`src/rtl/cpu64_l2_mshr_file.sv`:
```
// L2 miss-status holding register file: tracks outstanding line misses
// and the per-core probe acknowledgements each one still waits for.
module cpu64_l2_mshr_file #(
    parameter int ENTRIES  = 4,
    parameter int ADDR_W   = 64,
    parameter int SOURCE_W = 6,
    parameter int TYPE_W   = 3,
    parameter int CORES    = 4,
    parameter int LINE_OFF = 6,
    localparam int IW = (ENTRIES > 1) ? $clog2(ENTRIES) : 1,
    localparam int CW = (CORES > 1) ? $clog2(CORES) : 1
) (
    input  logic                clk_i,
    input  logic                rst_ni,
    input  logic                alloc_valid_i,
    output logic                alloc_ready_o,
    input  logic [ADDR_W-1:0]   alloc_addr_i,
    input  logic [SOURCE_W-1:0] alloc_source_i,
    input  logic [TYPE_W-1:0]   alloc_type_i,
    output logic [IW-1:0]       alloc_id_o,
    output logic                conflict_o,
    input  logic                set_probes_i,
    input  logic [IW-1:0]       set_probes_id_i,
    input  logic [CORES-1:0]    probes_mask_i,
    input  logic                probe_ack_i,
    input  logic [ADDR_W-1:0]   probe_ack_addr_i,
    input  logic [CW-1:0]       probe_ack_core_i,
    input  logic                dealloc_i,
    input  logic [IW-1:0]       dealloc_id_i,
    input  logic [IW-1:0]       lookup_id_i,
    output logic [ADDR_W-1:0]   lookup_addr_o,
    output logic [SOURCE_W-1:0] lookup_source_o,
    output logic [TYPE_W-1:0]   lookup_type_o,
    output logic [CORES-1:0]    lookup_pending_o,
    output logic [ENTRIES-1:0]  valid_o,
    output logic [ENTRIES-1:0]  probes_done_o,
    output logic [IW:0]         count_o,
    output logic                full_o,
    output logic                empty_o,
    output logic                stray_ack_o
);

    typedef enum logic [1:0] {FREE, ACTIVE, PROBE_WAIT, PROBE_DONE} state_e;

    state_e              st_q   [ENTRIES];
    state_e              st_d   [ENTRIES];
    logic [ADDR_W-1:0]   addr_q [ENTRIES];
    logic [ADDR_W-1:0]   addr_d [ENTRIES];
    logic [SOURCE_W-1:0] src_q  [ENTRIES];
    logic [SOURCE_W-1:0] src_d  [ENTRIES];
    logic [TYPE_W-1:0]   typ_q  [ENTRIES];
    logic [TYPE_W-1:0]   typ_d  [ENTRIES];
    logic [CORES-1:0]    pend_q [ENTRIES];
    logic [CORES-1:0]    pend_d [ENTRIES];
    logic                stray_q, stray_d;

    logic [ENTRIES-1:0]  sp_hit, ack_hit;
    logic [CORES-1:0]    ack_bit;
    logic                fire;

    always_comb begin
        conflict_o    = 1'b0;
        alloc_id_o    = '0;
        count_o       = '0;
        valid_o       = '0;
        probes_done_o = '0;
        for (int i = ENTRIES - 1; i >= 0; i--) begin
            valid_o[i]       = (st_q[i] != FREE);
            probes_done_o[i] = (st_q[i] == PROBE_DONE);
            if (st_q[i] == FREE) alloc_id_o = IW'(i);
            if (valid_o[i] && addr_q[i][ADDR_W-1:LINE_OFF] ==
                alloc_addr_i[ADDR_W-1:LINE_OFF])
                conflict_o = 1'b1;
            count_o = count_o + {{IW{1'b0}}, valid_o[i]};
        end
    end

    assign full_o        = (count_o == (IW + 1)'(ENTRIES));
    assign empty_o       = (count_o == '0);
    assign alloc_ready_o = !full_o && !conflict_o;
    assign fire          = alloc_valid_i && alloc_ready_o;
    assign ack_bit       = CORES'(1) << probe_ack_core_i;
    assign stray_ack_o   = stray_q;

    assign lookup_addr_o    = addr_q[lookup_id_i];
    assign lookup_source_o  = src_q[lookup_id_i];
    assign lookup_type_o    = typ_q[lookup_id_i];
    assign lookup_pending_o = pend_q[lookup_id_i];

    // An ack may land on an entry in the same cycle its probes are issued
    always_comb begin
        sp_hit  = '0;
        ack_hit = '0;
        for (int i = 0; i < ENTRIES; i++) begin
            sp_hit[i] = set_probes_i && set_probes_id_i == IW'(i) &&
                        st_q[i] == ACTIVE;
            ack_hit[i] = probe_ack_i &&
                         addr_q[i][ADDR_W-1:LINE_OFF] ==
                         probe_ack_addr_i[ADDR_W-1:LINE_OFF] &&
                         (st_q[i] == PROBE_WAIT || sp_hit[i]);
        end
    end

    always_comb begin
        logic [CORES-1:0] p;
        stray_d = probe_ack_i;
        p       = '0;
        for (int i = 0; i < ENTRIES; i++) begin
            st_d[i]   = st_q[i];
            addr_d[i] = addr_q[i];
            src_d[i]  = src_q[i];
            typ_d[i]  = typ_q[i];
            pend_d[i] = pend_q[i];
            p = sp_hit[i] ? probes_mask_i : pend_q[i];
            if (ack_hit[i] && |(p & ack_bit)) stray_d = 1'b0;
            if (ack_hit[i]) p = p & ~ack_bit;
            if (fire && alloc_id_o == IW'(i)) begin
                st_d[i]   = ACTIVE;
                addr_d[i] = alloc_addr_i;
                src_d[i]  = alloc_source_i;
                typ_d[i]  = alloc_type_i;
                pend_d[i] = '0;
            end else if (sp_hit[i] || ack_hit[i]) begin
                pend_d[i] = p;
                st_d[i]   = (p == '0) ? PROBE_DONE : PROBE_WAIT;
            end
            if (dealloc_i && dealloc_id_i == IW'(i) && st_q[i] != FREE) begin
                st_d[i]   = FREE;
                pend_d[i] = '0;
            end
        end
    end

    always_ff @(posedge clk_i or negedge rst_ni) begin
        if (!rst_ni) begin
            stray_q <= 1'b0;
            for (int i = 0; i < ENTRIES; i++) begin
                st_q[i]   <= FREE;
                addr_q[i] <= '0;
                src_q[i]  <= '0;
                typ_q[i]  <= '0;
                pend_q[i] <= '0;
            end
        end else begin
            stray_q <= stray_d;
            for (int i = 0; i < ENTRIES; i++) begin
                st_q[i]   <= st_d[i];
                addr_q[i] <= addr_d[i];
                src_q[i]  <= src_d[i];
                typ_q[i]  <= typ_d[i];
                pend_q[i] <= pend_d[i];
            end
        end
    end

endmodule

```
`config.mk`:
```
export PLATFORM = sky130hd
export DESIGN_NAME = cpu64_l2_mshr_file
export DESIGN_NICKNAME = d
export VERILOG_FILES = /design/src/rtl/cpu64_l2_mshr_file.sv
export SDC_FILE = /design/constraint.sdc
export NUM_CORES = 1
export LEC_CHECK = 0
export ABC_AREA = 0
export CAP_MARGIN = 20
export CORE_ASPECT_RATIO = 0.5
export CORE_MARGIN = 5
export CORE_UTILIZATION = 57
export CTS_CLUSTER_DIAMETER = 60
export CTS_CLUSTER_SIZE = 12
export DETAILED_ROUTE_END_ITERATION = 10
export PLACE_DENSITY = 0.9
export SLEW_MARGIN = 15
export SYNTH_ARGS = -nofsm -noshare
export SYNTH_HDL_FRONTEND = slang
export SYNTH_SLANG_ARGS = --single-unit
```
`constraint.sdc`:
```
create_clock -name clk_i -period 4.2 [get_ports clk_i]
set_clock_uncertainty 0.2 [all_clocks]
set_input_delay 0.84 -clock clk_i [delete_from_list [all_inputs] [get_ports clk_i]]
set_output_delay 0.84 -clock clk_i [all_outputs]
set_load 0.05 [all_outputs]
```
-- Word-level counts from Yosys, hierarchy flattened
Cells that the tools add are included.
- multiply operators: 0
- shift-type cells: 1
- equal/unequal tests: 30
- add/subtract/negate cells: 3
- bitwise gates (word level): 10
- order comparisons: 1
- mux-type cells: 60
- div/mod/pow operators: 0
- reduce and logical (&&, ||, !) cells: 72
- operator list (kind ; count):
    equality test 58 bit ; 8
    binary-select mux 64 bit (select 2 bit) ; 1
    two-way mux 64 bit ; 2
    two-way mux 4 bit ; 22
    logical AND 1 bit ; 38
    AND 4 bit ; 8
    two-way mux 2 bit ; 16
    equality test 2 bit, second input constant ; 14
    zero test 4 bit ; 4
    OR reduction 4 bit ; 4
    equality test 2 x 1 -> 1 bit, second input constant ; 7
    zero test 2 bit ; 7
    binary-select mux 6 bit (select 2 bit) ; 1
    two-way mux 1 bit ; 12
    two-way mux 6 bit ; 2
    nonzero test 3 bit ; 4
    binary-select mux 4 bit (select 2 bit) ; 1
    logical OR 1 bit ; 8
    nonzero test 2 bit ; 4
    binary-select mux 3 bit (select 2 bit) ; 1
    two-way mux 3 bit ; 2
    inverter 4 bit ; 1
    left shift 1 x 2 -> 4 bit, first input constant ; 1
    adder 2 x 1 -> 3 bit ; 1
    other kinds (7) ; 8
- bits in writable memories: 0
- bits of input ports: 155
- ROM bits: 0
- register bits after elaboration: 317
- latch bits: 0
- memories: 0
- word-level logic and storage cells: 198

-- Longest topological paths before layout
- word-level depth: 12
- depth in mapped cells: 16
- depth with buffers taken out: 13

-- Worst setup path after synthesis
OpenSTA, ideal clock, no wires.
- path type: reg2out
- start: register st_q[0] (netlist bit)
- end: output port alloc_ready_o
- data required time: 3.160 ns
- arrival: 3.618 ns
- slack: -0.458 ns
- path buffers: 1
- stages on the path, launching flop included: 12
- path through: dfrtp_1 > or2_1 > clkbuf_1 > inv_2 > fa_1 > inv_1 > ha_1 > ha_1 > nor2_1 > nand2_1 > inv_1 > nor2_1
- elaborated cells on any way between the ends: 13
- RTL lines (element ; RTL line ; RTL):
    start: declaration ; 45 ; state_e st_q [ENTRIES];
    start signal: indexed assignment ; 147 ; st_q[i] <= st_d[i];
    nonzero test 2 bit ; 68 ; valid_o[i] = (st_q[i] != FREE);
    named net valid_o[3] ; 35 ; output logic [ENTRIES-1:0] valid_o,
    adder 1 x 1 -> 2 bit ; 74 ; count_o = count_o + {{IW{1'b0}}, valid_o[i]};
    adder 2 x 1 -> 3 bit ; 74 ;
    adder 3 x 1 -> 3 bit ; 74 ;
    named net count_o[1] ; 37 ; output logic [IW:0] count_o,
    equality test 3 bit ; 78 ; assign full_o = (count_o == (IW + 1)'(ENTRIES));
    named net full_o ; 38 ; output logic full_o,
    zero test 1 bit ; 80 ; assign alloc_ready_o = !full_o && !conflict_o;
    logical AND 1 bit ; 80 ;
    end: declaration ; 16 ; output logic alloc_ready_o,
The timed path passes the listed nets, and every way through them passes these cells.

-- Worst setup path in the final report
- start: input port alloc_addr_i[12]
- end: output port alloc_ready_o
- word-level cells in the longest chain between the ends: 8
- elaborated cells on any way between the ends: 14
- RTL lines (element ; RTL line ; RTL):
    start: declaration ; 17 ; input logic [ADDR_W-1:0] alloc_addr_i,
    equality test 58 bit ; 71 ; if (valid_o[i] && addr_q[i][ADDR_W-1:LINE_OFF] ==
    logical AND 1 bit ; 71 ;
    two-way mux 1 bit (3 in a row) ; 71 ;
    two-way mux 1 bit (*) ; 71 ;
    zero test 1 bit (*) ; 80 ;
    logical AND 1 bit (*) ; 80 ;
Mark *: on every way between the ends. The rest lies on a longest branch, timed or not.

==> results.ini <==
[outcome]
run_status=finished with violations
violations=setup timing

[finish]
final-instance-count-excl-fill=2582
ff_latch_area_mm2=0.007935
area_growth_syn_to_layout_pct=27.85
nFillCells=2321
drive_above_1_share_pct=32.73
fin_nets=2263
multi_input_area_mm2=0.01144

[floorplan]
dieHeight_um=142.7
design.core.area_mm2=0.03459
placementRows=48
die-width_um=275.5
die_area_mm2=0.03932
pin_count=250
floorplan.initialDensity_pct=58.06

[route]
drcViolationCount=0
detail_route.wirelength_um=89300
avgViaCountPerCell=6.866
firstDrtPassIters=6
detailroute.via_count=17730
drt-initial-drc-count=2938
detail-route-antenna-nets=0
routedWlPerCell_um=34.58

[pwr]
power.leakage_nw=11.18
ir_drop_worst_vdd_v=0.0006188
cellPowerDensity_mw_per_mm2=861.9

[timing]
max_slew_vio_count=0
setup_viol=1
hold_violations=0
worst_slew_margin_rel_pct=40.46
timing_worst_slew_pin_value_ps=885.0
layout_min_cycle_time_ps=4211
hold_ws_ps=36.68
final.period_utilization_pct=100.3
fin_ws_ps=-11.16
achievable-frequency_mhz=237.5

[synth]
ys.warnings.count=0
mappedNetlistArea_mm2=0.02008
postSynthRegisterBits=317
synth.lib_cells_used.distinct=63
synth_sequential_area_ratio_pct=39.50
postSynthAreaPerCell_um2=11.84
synthesis.nets=1856
synth_ff_type=sky130_fd_sc_hd__dfrtp_1
synthArstFlopShare_pct=100.0
synth_edf_count=0
postSynthCellCount=1697

[setup_path]
start_kind=input pin
crit_required_ps=3160
worst_setup_path_end_kind=output port
worst_ep_arrival_time_ps=3170
crit_path_top_delay_cell=sky130_fd_sc_hd__clkdlybuf4s50_1
critPathMaxFanout=4
cpLargestDelayFamily=buffers and inverters
crit_path_cell_trace=clkdlybuf4s50_1 -> buf_4 -> xnor2_1 -> nand4_1 -> nor4_4 -> a32oi_2 -> o311ai_4 -> nor2_2 -> buf_6
timing.critical_path.buf_inv=3
critPathMaxStageDelay_ps=520
critPathKind=input pin to output port

[clock_network]
clk-insertion-delay-late_ps=610
clkSinkCount=317
worst_setup_hold_path_clk_slew_ps=60
clock_tree.htree_level_count=1
cts_made_buffers=30
cts_root_buf=sky130_fd_sc_hd__clkbuf_16
cts_tree=done
max-clock-path-buffers=3

[grt]
grt_pass1_wl_um=125200
largest_net_degree_at_the_start_of_global_routing=89
grt_util_all_layers_pct=44.57
antenna_found_initial=6
first_global_vias=17330
global_route.overflow_total=0

[placed_design]
place.port_buffers=243
gp_congestion=1.163
place.detailed.instances=2544
detailedPlacementHpwl_um=70450

[flow_run]
max-cap-violations=0

[worst_hold_path]
worst_hold_path_type=input pin to async pin

cells in the mapped netlist (all sizes together), types with 7 or more instances:
| library cell | count | area, µm² |
|---|---|---|
| mux2 | 271 | 3052 |
| a22oi | 8 | 60.06 |
| inv | 92 | 345.3 |
| a21oi | 22 | 110.1 |
| o21ai | 9 | 45.04 |
| xnor2 | 160 | 1401 |
| o22ai | 37 | 231.5 |
| clkbuf | 35 | 131.4 |
| and3 | 13 | 81.33 |
| dfrtp | 317 | 7933 |
| nor4 | 73 | 490.5 |
| nand2 | 19 | 71.32 |
| nor3 | 11 | 55.05 |
| nand2b | 12 | 75.07 |
| nor2 | 19 | 71.32 |
| nor2b | 19 | 118.9 |
| xor2 | 214 | 1874 |
| buf | 89 | 526.8 |
| nand3 | 15 | 75.07 |
| a22o | 7 | 61.31 |
| mux2i | 39 | 390.4 |
| nand4 | 53 | 331.6 |
| mux4 | 81 | 1824 |
flip-flops by register name, summed over array words and instances (netlist names):
signal,cells
src_q,24
st_q,8
pend_q,16
stray_ack_o,1
addr_q,256
typ_q,12
area by class of cell:
cell class | instances | share of cell area, %
clock inverters | 1 | 0.03411
inverters | 93 | 1.364
diodes | 2 | 0.01949
repair buffers | 499 | 17.79
multi-input cells | 1163 | 44.54
flip-flops and latches | 317 | 30.90
clock buffers | 32 | 3.036
well taps | 475 | 2.314
per-stage QoR:
| step | area (µm²) | TNS (ps) | utilization [%] | setup slack (ps) | power, mW |
|---|---|---|---|---|---|
| 6_report | 25680 | -11.16 | 74.23 | -11.16 | 22.13 |
| 5_1_grt | 25670 | -6.092 | 74.22 | -6.092 | 22.56 |
| 4_1_cts | 25380 | -10.96 | 73.38 | -10.96 | 21.37 |
| 3_5_place_dp | 24530 | -90060 | 70.90 | -421.3 | 18.79 |
| 3_3_place_gp | 24530 | -83790 | 70.90 | -378.9 | 18.38 |
| 2_1_floorplan | 20090 | 0 | - | 18.74 | 13.58 |
per-layer routing:
layer	track usage (%)	vias to the layer above	share of wire, %
li1	-	6931	-
met1	60.84	8992	38
met2	65.89	1495	42
met3	19.64	296	16
met4	11.29	14	4.2
met5	0	-	0.29
cells in the final DEF (no fill, tap or decap), types with 7 or more instances in the layout:
master / n
sky130_fd_sc_hd__dlygate4sd2_1: 8
sky130_fd_sc_hd__dlymetal6s2s_1: 23
sky130_fd_sc_hd__nand3_1: 15
sky130_fd_sc_hd__nor4_1: 51
sky130_fd_sc_hd__nand4_1: 53
sky130_fd_sc_hd__nand2_1: 19
sky130_fd_sc_hd__mux4_2: 81
sky130_fd_sc_hd__o21ai_0: 9
sky130_fd_sc_hd__inv_2: 9
sky130_fd_sc_hd__clkbuf_16: 31
sky130_fd_sc_hd__a22o_1: 7
sky130_fd_sc_hd__and3_1: 13
sky130_fd_sc_hd__mux2i_1: 39
sky130_fd_sc_hd__mux2_1: 65
sky130_fd_sc_hd__xnor2_1: 153
sky130_fd_sc_hd__nor4_2: 17
sky130_fd_sc_hd__clkdlybuf4s50_1: 158
sky130_fd_sc_hd__nor3_1: 8
sky130_fd_sc_hd__nor2_1: 16
sky130_fd_sc_hd__buf_12: 22
sky130_fd_sc_hd__a21oi_1: 22
sky130_fd_sc_hd__nand2b_1: 12
sky130_fd_sc_hd__buf_4: 282
sky130_fd_sc_hd__xor2_1: 210
sky130_fd_sc_hd__mux2_2: 206
sky130_fd_sc_hd__a22oi_1: 8
sky130_fd_sc_hd__o22ai_1: 37
sky130_fd_sc_hd__inv_1: 83
sky130_fd_sc_hd__dfrtp_1: 315
sky130_fd_sc_hd__xnor2_2: 7
sky130_fd_sc_hd__nor2b_1: 19
path summary, 6_finish.rpt:
kind | endpoint | start | slack, ps | cells after the start
worst min register to register | addr_q[1]$_DFFE_PN0P_ | addr_q[1]$_DFFE_PN0P_ | 290 | 1
worst min-delay path | addr_q[176]$_DFFE_PN0P_ | rst_ni | 40 | 1
worst max-delay path | alloc_ready_o | alloc_addr_i[12] | -10 | 9
max in group asynchronous | st_q[0]$_DFFE_PN0P_ | rst_ni | 2830 | 2
worst max register to register | typ_q[1]$_DFFE_PN0P_ | addr_q[122]$_DFFE_PN0P_ | 280 | 12
min in group clk_i | addr_q[1]$_DFFE_PN0P_ | addr_q[1]$_DFFE_PN0P_ | 290 | 1
where the power goes:
group / leakage, nW / total (mW) / switching, mW / internal, mW
clock network: 0.387 / 2.51 / 1.22 / 1.29
registers: 3.78 / 6.95 / 2.33 / 4.63
logic: 7.02 / 12.7 / 7.33 / 5.33
total: 11.2 / 22.1 / 10.9 / 11.3
what timing repair did:
item,CTS,global route
gates resized for setup,21,59
setup endpoints to repair,4,55
hold buffers,0,0
pin swaps,6,20
setup buffers,1,3
cell families (layout without fill, tap and decap cells):
| family | count (synthesis) | in the layout | synth area share (%) |
|---|---|---|---|
| compound gates | 135 | 135 | 4.897 |
| simple gates | 259 | 259 | 7.775 |
| other cells | 0 | 2 | 0 |
| flops | 317 | 317 | 39.50 |
| mux | 391 | 391 | 26.22 |
| fa+ha+maj | 4 | 4 | 0.2866 |
| xor+xnor | 374 | 374 | 16.31 |
| buf+inv | 217 | 625 | 5.015 |
Power figures use the tool's default switching activity.
==> edit 1 (same flow settings) <==
The parameter `TYPE_W` goes from 3 to 6.
--- a/src/rtl/cpu64_l2_mshr_file.sv
+++ b/src/rtl/cpu64_l2_mshr_file.sv
@@ -6,3 +6,3 @@
     parameter int SOURCE_W = 6,
-    parameter int TYPE_W   = 3,
+    parameter int TYPE_W   = 6,
     parameter int CORES    = 4,
Ports: changed (resized alloc_type_i and lookup_type_o); port bits go from 250 to 256. No check against the original RTL was run, so the function may have changed too.
==> edit 1 against the unedited design <==
The run still ends with setup timing left; wire length rose by 8.2%; design area rose by 2.7%; sequential cell count rose by 12; area after synthesis rose by 2.8%; via count rose by 2.8%; total power rose by 5.5%; maximum frequency fell by 0.72%; cell count rose by 1.4%; hold slack got worse by 0.0023 ns; first-iteration DRC count rose by 2.7%; setup slack got worse by 0.031 ns; critical path type unchanged; largest cell class unchanged.
==> edit 1: results (changes against the unedited design) <==
status: "finished, violations left"
violations: "setup timing"
total_power_mw: 23.35  # +5.5%
synth_fa_ha_area_share_pct: 0.2789  # -0.0077 points
nNonClkInverters: 81  # -13%
reg.largest.list: "addr_q x256, src_q x24, typ_q x24"
routedWlPerCell_um: 36.89  # +6.7%
ir_drop_uv: 641.1  # +3.6%
numPortBuffers: 249  # +2.5%
numCtsBuffers: 31  # +3.3%
muxShareOfSynthArea_pct: 26.56  # +0.33 points
via_per_inst: 6.964  # +1.4%
sequentialPower_mw: 7.27  # +4.6%
setup_viol_count_final: 1  # unchanged
tns_ns: -0.04188  # -0.03071 ns
synth.area.top_cells: "dfrtp_1 40%, mux2_2 16%, xnor2_1 9.5%"
buf_share_pct: 17.51  # -0.28 points
synth_compound_area_share_pct: 4.353  # -0.54 points
intPower_mw: 11.87  # +5.5%
routed_wl_um: 96580  # +8.2%
yosysSeqAreaShare_pct: 39.89  # +0.40 points
reg2reg_from: "st_q[1]$_DFFE_PN0P_"
power_frac_comb_pct: 57.9  # +0.7 points
n_all_buffers: 502  # +0.60%
dr.pass1.iters: 7  # +1
layout-drive-gt1-share_pct: 36.48  # +3.7 points
clock_sinks: 329  # +3.8%
place_area_um2: 25190  # +2.7%
post_cts_buffers: 0  # -1
synthXorXnorAreaFrac_pct: 16.80  # +0.49 points
seq_share_pct: 31.24  # +0.34 points
post-place-ws_ns: -0.5075  # -0.08622 ns
fillCellCount: 2402  # +3.5%
synth_nets: 1892  # +1.9%
synth_cell_types: 65  # +3.2%
leakagePower_nw: 11.31  # +1.1%
startpoint: "alloc_addr_i[6]"
grt_pass1_vias: 17970  # +3.7%
tap_cells: 484  # +1.9%
grt_usage_pct: 47.02  # +2.4 points
design_area_um2: 26360  # +2.7%
comb.multi_input.count: 1183  # +1.7%
multi_input_area_um2: 11790  # +3.1%
layout_setup_ws_ns: -0.04188  # -0.03071 ns
postSynthCellCount: 1730  # +1.9%
path_max_fanout: 7  # +3
grt_pass1_wl_um: 134100  # +7.1%
drt-initial-drc-count: 3017  # +2.7%
## edit 1: cell types whose count changed after synthesis, sizes merged, moves of 8 or more
cell / unedited run / this run
dfrtp: 317 / 329
o22ai: 37 / 26
mux2: 271 / 292
xnor2: 160 / 225
xor2: 214 / 170
nand4: 53 / 64
mux2i: 39 / 30
nor2b: 19 / 5
nand2b: 12 / 4
clkbuf: 35 / 49
inv: 92 / 81
## edit 1: repair_timing
item	CTS	global route
pin swaps	3	18
resized for setup	32	59
setup endpoints to repair	5	5
## edit 1: worst max-delay path: stages
cell and delay [ns]:
clkdlybuf4s50_1 0.53, buf_4 0.20, xnor2_1 0.13, buf_4 0.18
nand4_1 0.17, nor4_4 0.39, and3_4 0.30, nand2_1 0.12
nand3_4 0.14, nor2_4 0.05, buf_12 0.14
## edit 1: final timing paths
check | end | slack, ns | depth (start not counted)
worst max-delay path | alloc_ready_o | -0.04 | 11
worst min-delay path | addr_q[113]$_DFFE_PN0P_ | 0.03 | 1
worst max register to register | addr_q[123]$_DFFE_PN0P_ | 0.22 | 13
worst min register to register | src_q[6]$_DFFE_PN0P_ | 0.30 | 1
max in group asynchronous | st_q[1]$_DFFE_PN0P_ | 2.80 | 2
min in group clk_i | src_q[6]$_DFFE_PN0P_ | 0.30 | 1
## edit 1: kinds of logic (layout without fill, tap and decap cells)
kind of cell / Yosys count / count (layout)
xor+xnor: 395 / 395
buf+inv: 218 / 618
simple gates: 257 / 257
compound gates: 121 / 121
fa+ha+maj: 4 / 4
mux: 406 / 406
flops: 329 / 329
other cells: 0 / 4
## edit 1: layer usage
metal	vias up	global-route usage [%]	routed length [um]
met5	-	0	63
met4	10	14.92	4396
met3	323	22.54	15910
met2	1617	67.28	39410
met1	9249	63.71	36790
li1	7034	-	-
==> edit 2 (same flow settings) <==
Made on the original files. Reset style: synchronous (`rst_ni`), changed in one clocked block.
--- a/src/rtl/cpu64_l2_mshr_file.sv
+++ b/src/rtl/cpu64_l2_mshr_file.sv
@@ -133,3 +133,3 @@
 
-    always_ff @(posedge clk_i or negedge rst_ni) begin
+    always_ff @(posedge clk_i) begin
         if (!rst_ni) begin
Formal check against the unedited RTL: differs if rst_ni is asserted again (counterexample within 4 cycles, from zero or initial values and one cycle with rst_ni low); with rst_ni held inactive, the same outputs for 4 cycles.
==> edit 2 against the unedited design <==
The flow still finishes with violations (setup timing); sequential cell count unchanged; global-route usage up 7.4 points; cell count grew 14%; setup slack worse by 0.12 ns; area after synthesis is 1.8% lower; wire length increased by 17%; design area about the same; via count grew 17%; critical endpoint is now conflict_o.
Power is not compared: it rests on default switching activity, and its combinational part moved more than twofold at a synthesized area within 25%.
==> edit 2: results (changes against the unedited design) <==
routedWlPerCell_um: 35.57  # +2.9%
post-place-ws_ns: -0.9014  # -0.4801 ns
synthTopCellsByCount: "351 x nand2_1, 281 x dfxtp_1, 271 x mux2i_1"
async_flop_share_pct: 0  # -100 points
cts_buffer_depth: 3  # unchanged
dp.cells: 2892  # +14%
grt_pass1_vias: 19680  # +14%
violations: "setup timing"
root_buffer: "clkbuf_16"
grt_pass1_wl_um: 144900  # +16%
ys.flop_type: "dfxtp_1"
synth_compound_area_share_pct: 6.805  # +1.9 points
yosysSeqAreaShare_pct: 33.99  # -5.5 points
grt_usage_pct: 52.02  # +7.4 points
min-delay-start: "addr_q[1][2]$_SDFFE_PN0P_"
synth_cell_types: 73  # +16%
status: "finished, violations left"
layout-drive-gt1-share_pct: 20.43  # -12 points
fillCellCount: 2257  # -2.8%
antenna_found_initial: 8  # +2
gp_congestion: 1.234  # +6.1%
synth_edf_count: 36  # +36
nNetsFinal: 2610  # +15%
path_max_fanout: 3  # -1
startpoint: "alloc_addr_i[9]"
layout_setup_ws_ns: -0.1347  # -0.1235 ns
clkTransAtPathRegs_ns: 0.07
routed_wl_um: 104600  # +17%
synth_fa_ha_area_share_pct: 0.2283  # -0.058 points
dr.pass1.iters: 7  # +1
grt_max_degree: 113  # +27%
synth_nets: 2233  # +20%
muxShareOfSynthArea_pct: 23.40  # -2.8 points
drt-initial-drc-count: 3894  # +33%
htree_levels: 1  # unchanged
numCtsBuffers: 30  # unchanged
holdCritPathClass: "flop to flop"
dp_hpwl_um: 82550  # +17%
via_per_inst: 7.031  # +2.4%
reg2reg_from: "st_q[0][0]$_SDFFE_PP0P_"
crit_path_max_incr_delay_ns: 0.59  # +0.07 ns
synth.area.top_cells: "dfxtp_1 29%, mux2i_1 14%, mux4_2 9.2%"
yosys_warnings: 0  # unchanged
ir_drop_uv: 439.8
setup_viol_count_final: 2  # +1
insertion_delay_ns: 0.61  # about the same
numPortBuffers: 243  # unchanged
synthXorXnorAreaFrac_pct: 14.65  # -1.7 points
cp_slowest_cell: "clkdlybuf4s50_1"
reg.largest.list: "addr_q x256, src_q x24, pend_q x16"
syn_avg_cell_area_um2: 9.508  # -20%
worst_slew_pin_slew_ns: 0.9508  # +0.06584 ns
cp.arrival_ns: 3.29  # +0.12 ns
edit 2: routing by layer:
metal  GRT usage (%)  routed length, um  up-vias
met3           28.59              18700      595
met2           73.53              40950     2097
met5           1.128                143        -
met1           66.09              37890     9918
li1                -                  -     8056
met4           21.35               6943       12
edit 2: cells by family after synthesis:
logic type               count (synthesis)
AND/OR/NAND/NOR                        638
multiplexers                           359
XOR/XNOR                               330
flip-flops                             317
buffers and inverters                  254
AO/OA/AOI/OAI                          174
adder cells (fa/ha/maj)                  3
edit 2: worst register-to-register path, cell delays in order, from the launching register on:
cell and delay [ns]:
dfxtp_1 0.34, nor2_2 0.33, inv_1 0.14, fa_1 0.47
ha_1 0.22, ha_2 0.31, nor3b_4 0.26, nand2b_1 0.35
or3_1 0.22, nor2_4 0.10, a2111oi_0 0.73
edit 2: through the flow:
stage / setup TNS (ns) / cell area, um2 / hold WS [ns] / total power [mW]
finish: -0.2079 / 25690 / 0.2691 / 7.870
global placement: -112.22 / 24280 / 0.2396 / 5.129
floorplan: 0 / 19740 / 0.2315 / 4.240
global route: -0.09101 / 25680 / 0.2916 / 7.960
detailed placement: -128.49 / 24280 / 0.2471 / 5.153
CTS: -0.03762 / 25420 / 0.2648 / 7.679
edit 2: layout make-up:
cell class	count	area share (%)
Timing Repair Buffer	499	18.29
Clock buffer	41	3.205
Inverter	100	1.461
Antenna cell	4	0.03897
Tap cell	475	2.314
Sequential cell	317	26.11
Multi-Input combinational cell	1504	48.55
Clock inverter	1	0.02923
edit 2: what timing repair did:
item / in CTS / in global routing
setup buffers: 0 / 4
endpoints found under the setup margin: 52 / 10
pin swaps: 17 / 20
gates resized for setup: 55 / 46
edit 2: path summary, 6_finish.rpt:
kind                                                  end  slack, ns  depth (start not counted)
worst min-delay path            addr_q[1][2]$_SDFFE_PN0P_       0.27                          2
worst max-delay path                           conflict_o      -0.13                          9
worst min register to register  addr_q[1][2]$_SDFFE_PN0P_       0.27                          2
worst max register to register  pend_q[3][3]$_SDFFE_PP0P_       0.34                         10
edit 2: power by group:
part	switching (mW)	internal [mW]	total [mW]	leakage [nW]
Combinational	1.16	0.765	1.93	7.49
Clock	1.26	1.34	2.60	0.400
Sequential	0.176	3.17	3.35	2.66
